--- config.mk ---
export PLATFORM = sky130hd
export DESIGN_NAME = rx_rate_limiter_flat
export DESIGN_NICKNAME = d
export VERILOG_FILES = /design/src/rtl/rx_rate_limiter_if.sv /design/src/rtl/rx_rate_limiter.sv /design/src/flat_wrapper.sv
export SDC_FILE = /design/constraint.sdc
export NUM_CORES = 1
export LEC_CHECK = 0
export ABC_AREA = 1
export BUFFER_PORTS_ARGS = -buffer_cell sky130_fd_sc_hd__buf_2
export CORE_MARGIN = 2
export CORE_UTILIZATION = 51
export DETAILED_ROUTE_END_ITERATION = 6
export GPL_ROUTABILITY_DRIVEN = 1
export PLACE_DENSITY = 0.91
export SYNTH_ARGS = -nofsm -noshare
export SYNTH_HDL_FRONTEND = slang
export SYNTH_SLANG_ARGS = --single-unit
--- constraint.sdc ---
create_clock -name clk -period 6.8 [get_ports clk]
set_input_delay 0.68 -clock clk [delete_from_list [all_inputs] [get_ports clk]]
set_output_delay 0.68 -clock clk [all_outputs]
set_load 0.01 [all_outputs]
--- src/rtl/rx_rate_limiter_if.sv ---
// Word stream between MAC rx, rate limiter and input arbiter.
// wr is a one-cycle write strobe; rdy means the sink can take a word.
interface rx_rate_limiter_if #(
  parameter int DATA_WIDTH = 64,
  parameter int CTRL_WIDTH = DATA_WIDTH/8
);
  logic [DATA_WIDTH-1:0] data;
  logic [CTRL_WIDTH-1:0] ctrl;
  logic                  wr;
  logic                  rdy;

  modport master (
    output data, ctrl, wr,
    input  rdy
  );

  modport slave (
    input  data, ctrl, wr,
    output rdy
  );
endinterface

--- src/rtl/rx_rate_limiter.sv ---
// Token-bucket packet policer on the rx word stream.
// Define RX_RATE_LIMITER_STATS_EN to build the pass/drop counters.
module rx_rate_limiter #(
  parameter int DATA_WIDTH  = 64,
  parameter int CTRL_WIDTH  = DATA_WIDTH/8,
  parameter int TOKEN_WIDTH = 20
) (
  input  logic                   clk,
  input  logic                   reset,
  rx_rate_limiter_if.slave       in_if,
  rx_rate_limiter_if.master      out_if,
  input  logic                   limiter_en,
  input  logic [15:0]            rate_inc,
  input  logic [TOKEN_WIDTH-1:0] bucket_max,
  output logic [TOKEN_WIDTH-1:0] tokens,
  output logic [31:0]            pkt_passed,
  output logic [31:0]            pkt_dropped
);
  localparam int SW = TOKEN_WIDTH + 2;

  typedef enum logic [1:0] {
    S_IDLE,
    S_PASS,
    S_DROP
  } state_t;

  state_t                 r_state;
  logic [DATA_WIDTH-1:0]  r_out_data;
  logic [CTRL_WIDTH-1:0]  r_out_ctrl;
  logic                   r_out_wr;
  logic [TOKEN_WIDTH-1:0] r_tokens;

  logic          w_hdr;
  logic          w_end;
  logic          w_fits;
  logic          w_in_rdy;
  logic          w_acc;
  logic          w_hdr_acc;
  logic          w_fwd;
  logic          w_stray;
  logic [15:0]   w_len;
  logic [SW-1:0] w_debit;
  logic [SW-1:0] w_sum;
  logic [SW-1:0] w_max;

  assign w_hdr  = in_if.ctrl == {CTRL_WIDTH{1'b1}};
  assign w_end  = in_if.ctrl != '0;
  assign w_len  = in_if.data[15:0];
  assign w_fits = !limiter_en ||
                  (SW'(r_tokens) >= SW'(w_len));

  // A header about to be dropped never waits on downstream
  always_comb begin
    w_in_rdy = out_if.rdy;
    unique case (1'b1)
      r_state == S_DROP:
        w_in_rdy = 1'b1;
      r_state == S_IDLE && w_hdr && !w_fits:
        w_in_rdy = 1'b1;
      default: ;
    endcase
  end

  assign w_acc     = in_if.wr && w_in_rdy;
  assign w_hdr_acc = w_acc && r_state == S_IDLE && w_hdr;
  assign w_stray   = w_acc && r_state == S_IDLE && !w_hdr;
  assign w_fwd     = w_acc && (r_state == S_PASS ||
                     (r_state == S_IDLE && w_hdr && w_fits));

  assign w_debit = (w_hdr_acc && w_fits && limiter_en) ?
                   SW'(w_len) : '0;
  // Debit never exceeds tokens, so the sum cannot underflow
  assign w_sum   = SW'(r_tokens) + SW'(rate_inc) - w_debit;
  assign w_max   = SW'(bucket_max);

  always_ff @(posedge clk) begin
    if (reset) begin
      r_state    <= S_IDLE;
      r_out_wr   <= 1'b0;
      r_out_data <= '0;
      r_out_ctrl <= '0;
    end else begin
      r_out_wr <= w_fwd;
      if (w_fwd) begin
        r_out_data <= in_if.data;
        r_out_ctrl <= in_if.ctrl;
      end
      unique case (r_state)
        S_IDLE:
          if (w_hdr_acc)
            r_state <= w_fits ? S_PASS : S_DROP;
        S_PASS, S_DROP:
          if (w_acc && w_end)
            r_state <= S_IDLE;
        default:
          r_state <= S_IDLE;
      endcase
    end
  end

  always_ff @(posedge clk) begin
    if (reset)
      r_tokens <= '0;
    else if (!limiter_en)
      r_tokens <= bucket_max;
    else if (w_sum > w_max)
      r_tokens <= bucket_max;
    else
      r_tokens <= w_sum[TOKEN_WIDTH-1:0];
  end

`ifdef RX_RATE_LIMITER_STATS_EN
  logic [31:0] r_passed;
  logic [31:0] r_dropped;

  always_ff @(posedge clk) begin
    if (reset) begin
      r_passed  <= '0;
      r_dropped <= '0;
    end else begin
      if (w_hdr_acc && w_fits)
        r_passed <= r_passed + 32'd1;
      if ((w_hdr_acc && !w_fits) || w_stray)
        r_dropped <= r_dropped + 32'd1;
    end
  end

  assign pkt_passed  = r_passed;
  assign pkt_dropped = r_dropped;
`else
  assign pkt_passed  = '0;
  assign pkt_dropped = '0;
`endif

  assign in_if.rdy   = w_in_rdy;
  assign out_if.data = r_out_data;
  assign out_if.ctrl = r_out_ctrl;
  assign out_if.wr   = r_out_wr;
  assign tokens      = r_tokens;
endmodule

--- src/flat_wrapper.sv ---
// flat-port wrapper written by rule: the top's interface ports become plain ports
module rx_rate_limiter_flat 
#(
  parameter int DATA_WIDTH  = 64,
  parameter int CTRL_WIDTH  = DATA_WIDTH/8,
  parameter int TOKEN_WIDTH = 20
)
  (clk, reset, limiter_en, rate_inc, bucket_max, tokens, pkt_passed, pkt_dropped, in_if_data, in_if_ctrl, in_if_wr, in_if_rdy, out_if_data, out_if_ctrl, out_if_wr, out_if_rdy);
  rx_rate_limiter_if #(.DATA_WIDTH(DATA_WIDTH), .CTRL_WIDTH(CTRL_WIDTH)) in_if_i ();
  rx_rate_limiter_if #(.DATA_WIDTH(DATA_WIDTH), .CTRL_WIDTH(CTRL_WIDTH)) out_if_i ();
  input  logic clk;
  input  logic reset;
  input  logic limiter_en;
  input  logic [15:0] rate_inc;
  input  logic [TOKEN_WIDTH-1:0] bucket_max;
  output logic [TOKEN_WIDTH-1:0] tokens;
  output logic [31:0] pkt_passed;
  output logic [31:0] pkt_dropped;
  input wire logic [$bits(in_if_i.data)-1:0] in_if_data;
  input wire logic [$bits(in_if_i.ctrl)-1:0] in_if_ctrl;
  input wire logic [$bits(in_if_i.wr)-1:0] in_if_wr;
  output wire logic [$bits(in_if_i.rdy)-1:0] in_if_rdy;
  output wire logic [$bits(out_if_i.data)-1:0] out_if_data;
  output wire logic [$bits(out_if_i.ctrl)-1:0] out_if_ctrl;
  output wire logic [$bits(out_if_i.wr)-1:0] out_if_wr;
  input wire logic [$bits(out_if_i.rdy)-1:0] out_if_rdy;
  assign in_if_i.data = in_if_data;
  assign in_if_i.ctrl = in_if_ctrl;
  assign in_if_i.wr = in_if_wr;
  assign in_if_rdy = in_if_i.rdy;
  assign out_if_data = out_if_i.data;
  assign out_if_ctrl = out_if_i.ctrl;
  assign out_if_wr = out_if_i.wr;
  assign out_if_i.rdy = out_if_rdy;
  rx_rate_limiter #(.DATA_WIDTH(DATA_WIDTH), .CTRL_WIDTH(CTRL_WIDTH), .TOKEN_WIDTH(TOKEN_WIDTH)) u_core (.clk(clk), .reset(reset), .in_if(in_if_i), .out_if(out_if_i), .limiter_en(limiter_en), .rate_inc(rate_inc), .bucket_max(bucket_max), .tokens(tokens), .pkt_passed(pkt_passed), .pkt_dropped(pkt_dropped));
endmodule
-- Word level (Yosys, flattened, before mapping)
Index checks and enable logic that the tools add are counted.
- logic and storage cells: 41
- bits in registers: 95
- output and inout port bits: 158
- memories: 0
- bits in writable memories: 0
- ROM bits: 0
- latch bits: 0
- bitwise gates (word level): 0
- shift operators: 0
- magnitude comparators: 2
- muxes and demuxes: 8
- add/subtract/negate cells: 2
- multiply operators: 0
- equality and inequality tests: 5
- divide/modulo/power cells: 0
- reductions and logical operators: 19
- operator list (cell ; number):
    20-bit 2-to-1 mux ; 2
    22-bit by 20-bit > comparator with 1-bit output ; 1
    22-bit subtractor ; 1
    20-bit by 16-bit adder with 21-bit output ; 1
    20-bit by 16-bit >= comparator with 1-bit output ; 1
    16-bit 2-to-1 mux ; 1
    1-bit logical AND ; 10
    8-bit == test (second input constant) ; 1
    8-bit nonzero test ; 1
    2-bit 2-to-1 mux ; 3
    2-bit by 1-bit inequality test with 1-bit output (second input constant) ; 2
    2-bit case mux with 2 select lines ; 1
    2-bit OR reduction ; 2
    2-bit by 1-bit == test with 1-bit output (second input constant) ; 1
    2-bit == test (second input constant) ; 1
    1-bit logical NOT ; 2
    2-bit logical NOT ; 1
    1-bit logical OR ; 2
    2-bit AND reduction ; 1
    1-bit 2-to-1 mux ; 1

-- Depth between registers and ports, before layout
- depth after elaboration: 16
- depth in mapped cells: 39
- depth with buffers taken out: 37

-- Worst setup path before layout
No wires, ideal clock.
- kind: input to register
- from: input in_if_data[5]
- to: register u_core.r_tokens[1] (netlist: u_core.tokens[1])
- data arrival time: 5270 ps
- buffers on the path: 2
- cell stages on the path: 35
- library setup time: 116 ps
- setup slack: 1414 ps
- path through: inv_1 -> ha_1 -> nand2_1 -> inv_1 -> o21bai_1 -> nand2_1 -> nand2_1 -> nand2_1 -> nand2_1 -> nand3_1 -> nor2_1 -> nand3_1 -> nand2_2 -> nand4_1 -> nor2_2 -> buf_4 -> nand2_1 -> fa_1 -> nand3_1 -> nand3_1 -> a21oi_1 -> o21ai_1 -> a21boi_0 -> o21ai_0 -> xor2_1 -> inv_1 -> ha_1 -> nand4_1 -> nor3_1 -> nand3_1 -> a21oi_1 -> buf_2 -> nand3_2 -> nand2_1 -> nor2_2
- cells in the longest elaborated chain, start to end: 16
- RTL lines (item ; line ; text):
    from (decl) ; flat_wrapper.sv:19 ; input wire logic [$bits(in_if_i.data)-1:0] in_if_data;
    20-bit by 16-bit >= comparator with 1-bit output ; rx_rate_limiter.sv:50 ; (SW'(r_tokens) >= SW'(w_len));
    1-bit logical OR ; rx_rate_limiter.sv:49 ; assign w_fits = !limiter_en ||
    1-bit logical NOT ; rx_rate_limiter.sv:58 ; r_state == S_IDLE && w_hdr && !w_fits:
    1-bit logical AND ; rx_rate_limiter.sv:58 ;
    2-bit OR reduction (no source line) ; -- ;
    1-bit 2-to-1 mux ; rx_rate_limiter.sv:55 ; unique case (1'b1)
    1-bit logical AND ; rx_rate_limiter.sv:64 ; assign w_acc = in_if.wr && w_in_rdy;
    1-bit logical AND (2 in series) ; rx_rate_limiter.sv:65 ; assign w_hdr_acc = w_acc && r_state == S_IDLE && w_hdr;
    1-bit logical AND (2 in series) ; rx_rate_limiter.sv:70 ; assign w_debit = (w_hdr_acc && w_fits && limiter_en) ?
    16-bit 2-to-1 mux * ; rx_rate_limiter.sv:70 ;
    22-bit subtractor * ; rx_rate_limiter.sv:73 ; assign w_sum = SW'(r_tokens) + SW'(rate_inc) - w_debit;
    22-bit by 20-bit > comparator with 1-bit output ; rx_rate_limiter.sv:106 ; else if (w_sum > w_max)
    20-bit 2-to-1 mux * ; rx_rate_limiter.sv:106 ;
    20-bit 2-to-1 mux * ; rx_rate_limiter.sv:104 ; else if (!limiter_en)
    to (signal assigned) ; rx_rate_limiter.sv:105 ; r_tokens <= bucket_max;
    to (signal assigned) ; rx_rate_limiter.sv:107 ; r_tokens <= bucket_max;
    to (signal assigned) ; rx_rate_limiter.sv:109 ; r_tokens <= w_sum[TOKEN_WIDTH-1:0];
    to (decl) ; rx_rate_limiter.sv:31 ; logic [TOKEN_WIDTH-1:0] r_tokens;
Mark *: on every way between the ends. The rest lies on a longest branch, timed or not.
A chain may end at the register's enable or synchronous reset.

-- Worst setup path in the final report
- from: input in_if_data[15]
- to: register u_core.r_tokens[7] (netlist: u_core.tokens[7])
The elaborated chain is that of the path after synthesis.

==> out/qor.csv <==
metric,value,unit
H-tree depth,3,
Worst EP required,7.04,ns
Crit-path slowest cell,buf_4,
initial core utilization,51.9,%
routability congestion estimate,0.964,
CTS resizes,0,
Most common cell on crit path,nand3_1,
R2R Path End,u_core.tokens[7],
core area,14500,µm²
Post-CTS Repair Setup Buffers,0,
"Min Clock Period, post-route",6.07,ns
area of the mapped netlist,7510,µm²
first-pass GRT wire length,34200,µm
Worst Reg-to-Reg Cells,34,
via count,7682,
Reg area,1900,µm²
worst-path maximum fanout,40,
drt initial violations,555,
Least-Margin Pin Slew,0.857,ns
min-delay src,u_core.out_if.data[44],
Hold Buf Count CTS,0,
PwrDens,454,nW/µm²
Final ANT Viol Nets,0,
Critical path buffers and inverters,5,
Routed WL per cell,15.1,µm
# rows,44,
post-synthesis cell count,1084,
initial antenna violation count,1,
Worst Hold Class,reg -> reg,
CTS tree,yes,
critical setup path kind,in -> reg,
io pins,271,
final wirelength,21800,µm
Fillers,1325,
hold path depth,2,
Clock Root Buffer,clkbuf_16,
share of layout cells above drive strength 1,22.0,%
Total Routing Usage GR,26.6,%
max capacitance violation total,0,
Peak VDD IR,248,µV
number of global-route vias before repair,6861,
Post-DP HPWL,16600,µm
Hold Slack,0.459,ns
Synth warnings,0,
Max Freq,0.165,GHz
Rel. slew slack,42.9,%
DRC Markers,0,
DRT Pass-1 Iters,5,
Vias/cell,5.31,
largest net degree at the start of global routing,77,
die width,125,µm
Max Clock Skew,0.0110,ns
FF-to-FF setup slack,0.80,ns
Final nets,1442,
setup tns final,0,ns
Finish-stage setup viols,0,
critical path data arrival time,6.31,ns
Final Cycle Share,89.3,%
Synth-to-Final Area Change,14.5,%
Reg2Reg Launch Point,u_core.tokens[5],
final hold vios,0,
max-slew violation count,0,
status,finished clean,
Hold Path End,u_core.out_if.data[44],
synthesized area per cell,6.93,µm²
Die Area,15700,µm²
clock latency on the worst-skew pair,0.35,ns
post-synthesis sequential area ratio,25.3,%
register bit total from synthesis,95,
Crit path largest cell delay,0.44,ns
IO buf count,206,
Synth cell types,40,
CTS Sinks,95,
maximum clock insertion buffer count,2,
Worst Setup Start Kind,primary input,
GRT overflow,0,
crit end category,flop,
Clock Pin Slew Worst Setup and Hold Paths,0.07,ns
Multi-input gate area,4590,µm²
leakage,4.40,nW
Die Height,125,µm
cts bufs inserted,9,
RSZ-0062 raised after global routing,false,
"CP delay by family, top",simple AND/OR/NAND/NOR gates,
## layout make-up
type | count | share of cell area (%)
inverter | 131 | 5.72
tap | 184 | 2.68
multi-input combinational | 807 | 53.4
sequential | 95 | 22.1
clock inverter | 7 | 0.917
antenna | 1 | 0.0291
timing repair buffer | 212 | 12.5
clock buffer | 9 | 2.62
## power breakdown
part           internal (mW)  total, mW  switching, mW  leakage, nW
logic                  0.975       2.68           1.71         3.48
registers              0.612      0.699         0.0871        0.771
clock network          0.290      0.518          0.228        0.144
## kinds of logic after synthesis
logic type	after synthesis	synth area share, %
buffers and inverters	245	16.9
other	1	0.0499
adders and majority gates	73	12.4
and+or+nand+nor	471	30.2
xor gates and xnor gates	28	3.26
DFF	95	25.3
AOI/OAI and AO/OA	171	11.9
## synthesized netlist by cell type
cell type  instances  area, µm²
xnor2_1            9       78.8
nand3_4            1       17.5
a21o_1             1       7.51
nand3_2           23        230
nor3_1             5       25.0
fa_1               2       40.0
clkbuf_1          19       71.3
buf_6             11        124
nand2_2            8       50.1
buf_2             18       90.1
a21oi_1          139        696
ha_1              71        888
o21ai_0           15       75.1
inv_2              4       15.0
o21a_1             2       15.0
o21ai_1            2       10.0
conb_1             1       3.75
or2_0              1       6.26
dfxtp_1           95       1900
or2_4              1       8.76
nand3_1           31        155
a21oi_2            1       8.76
clkinv_1           1       3.75
and2_1             2       12.5
o221ai_1           1       8.76
o31ai_1            1       7.51
nor2_2             8       50.1
nor2_1            49        184
xor2_1            19        166
nor4_1             3       18.8
o21bai_1           4       30.0
nand2_4            2       22.5
a21boi_0           1       7.51
nor3b_1            1       7.51
inv_1            126        473
nand4_1           87        544
a31oi_1            4       25.0
buf_4             66        495
nand2_1          248        931
and3_1             1       6.26
## worst max-delay path by stage
stage	startpoint	to	slack, ns	depth (start not counted)
detailed placement	in_if_data[15]	u_core.tokens[7]	0.49	31
CTS	in_if_data[5]	u_core.tokens[7]	0.74	35
global placement	in_if_data[11]	u_core.tokens[1]	0.71	30
global route	in_if_data[5]	u_core.tokens[5]	0.02	35
finish	in_if_data[15]	u_core.tokens[7]	0.73	32
floorplan	in_if_data[5]	u_core.tokens[1]	1.41	35
## flip-flops by register name, indices dropped and copies added (netlist names)
register            cells
u_core.out_if.ctrl      8
u_core.r_state          2
u_core.out_if.data     64
u_core.tokens          20
u_core.out_if.wr        1
## worst reg2reg max path: cells and delay by family, from the launching register on
kind / cells / cell delay, ns
buffers and inverters: 4 / 0.63
AND/OR/NAND/NOR: 19 / 2.16
XOR/XNOR: 1 / 0.30
AO/OA/AOI/OAI: 6 / 1.15
adder cells (fa/ha/maj): 4 / 1.20
flip-flops: 1 / 0.46
## placed cells by master, fill, tap and decap left out, types with 4 or more instances in the layout
| master | instances |
|---|---|
| ha_1 | 71 |
| nand2_1 | 248 |
| dfxtp_1 | 95 |
| nor3_1 | 5 |
| nand2_2 | 8 |
| nor2_2 | 7 |
| xnor2_1 | 9 |
| nand3_1 | 31 |
| inv_1 | 126 |
| conb_1 | 64 |
| nor2_1 | 49 |
| buf_2 | 206 |
| nand4_1 | 87 |
| o21ai_0 | 15 |
| xor2_1 | 19 |
| o21bai_1 | 4 |
| buf_4 | 6 |
| clkbuf_16 | 9 |
| a31oi_1 | 4 |
| nand3_2 | 23 |
| a21oi_1 | 138 |
| inv_2 | 4 |
## layer usage
layer  vias to the layer above  GRT usage [%]  wire length [µm]  part of all wire, %
li1                       3805              -                 -                    -
met1                      3515           35.4              9500                   44
met2                       317           43.0             10100                   46
met3                        45           5.52              1550                  7.1
met4                         0           9.15               633                  2.9
met5                         -              0                 0                    0
## stage by stage
stage / utilization, % / power (mW) / worst slack, ns / cell area (µm²) / cells
after global placement: 57.2 / 3.25 / 0.712 / 8290 / 1429
after floorplan: - / 2.78 / 1.41 / 7750 / 1147
after global routing: 59.4 / 4.28 / 0.0224 / 8600 / 1445
after detailed placement: 57.2 / 3.32 / 0.489 / 8290 / 1429
after CTS: 59.3 / 3.87 / 0.742 / 8590 / 1445
final: 59.4 / 3.90 / 0.729 / 8600 / 1446
Note: power is estimated with default switching activity, not from simulation.
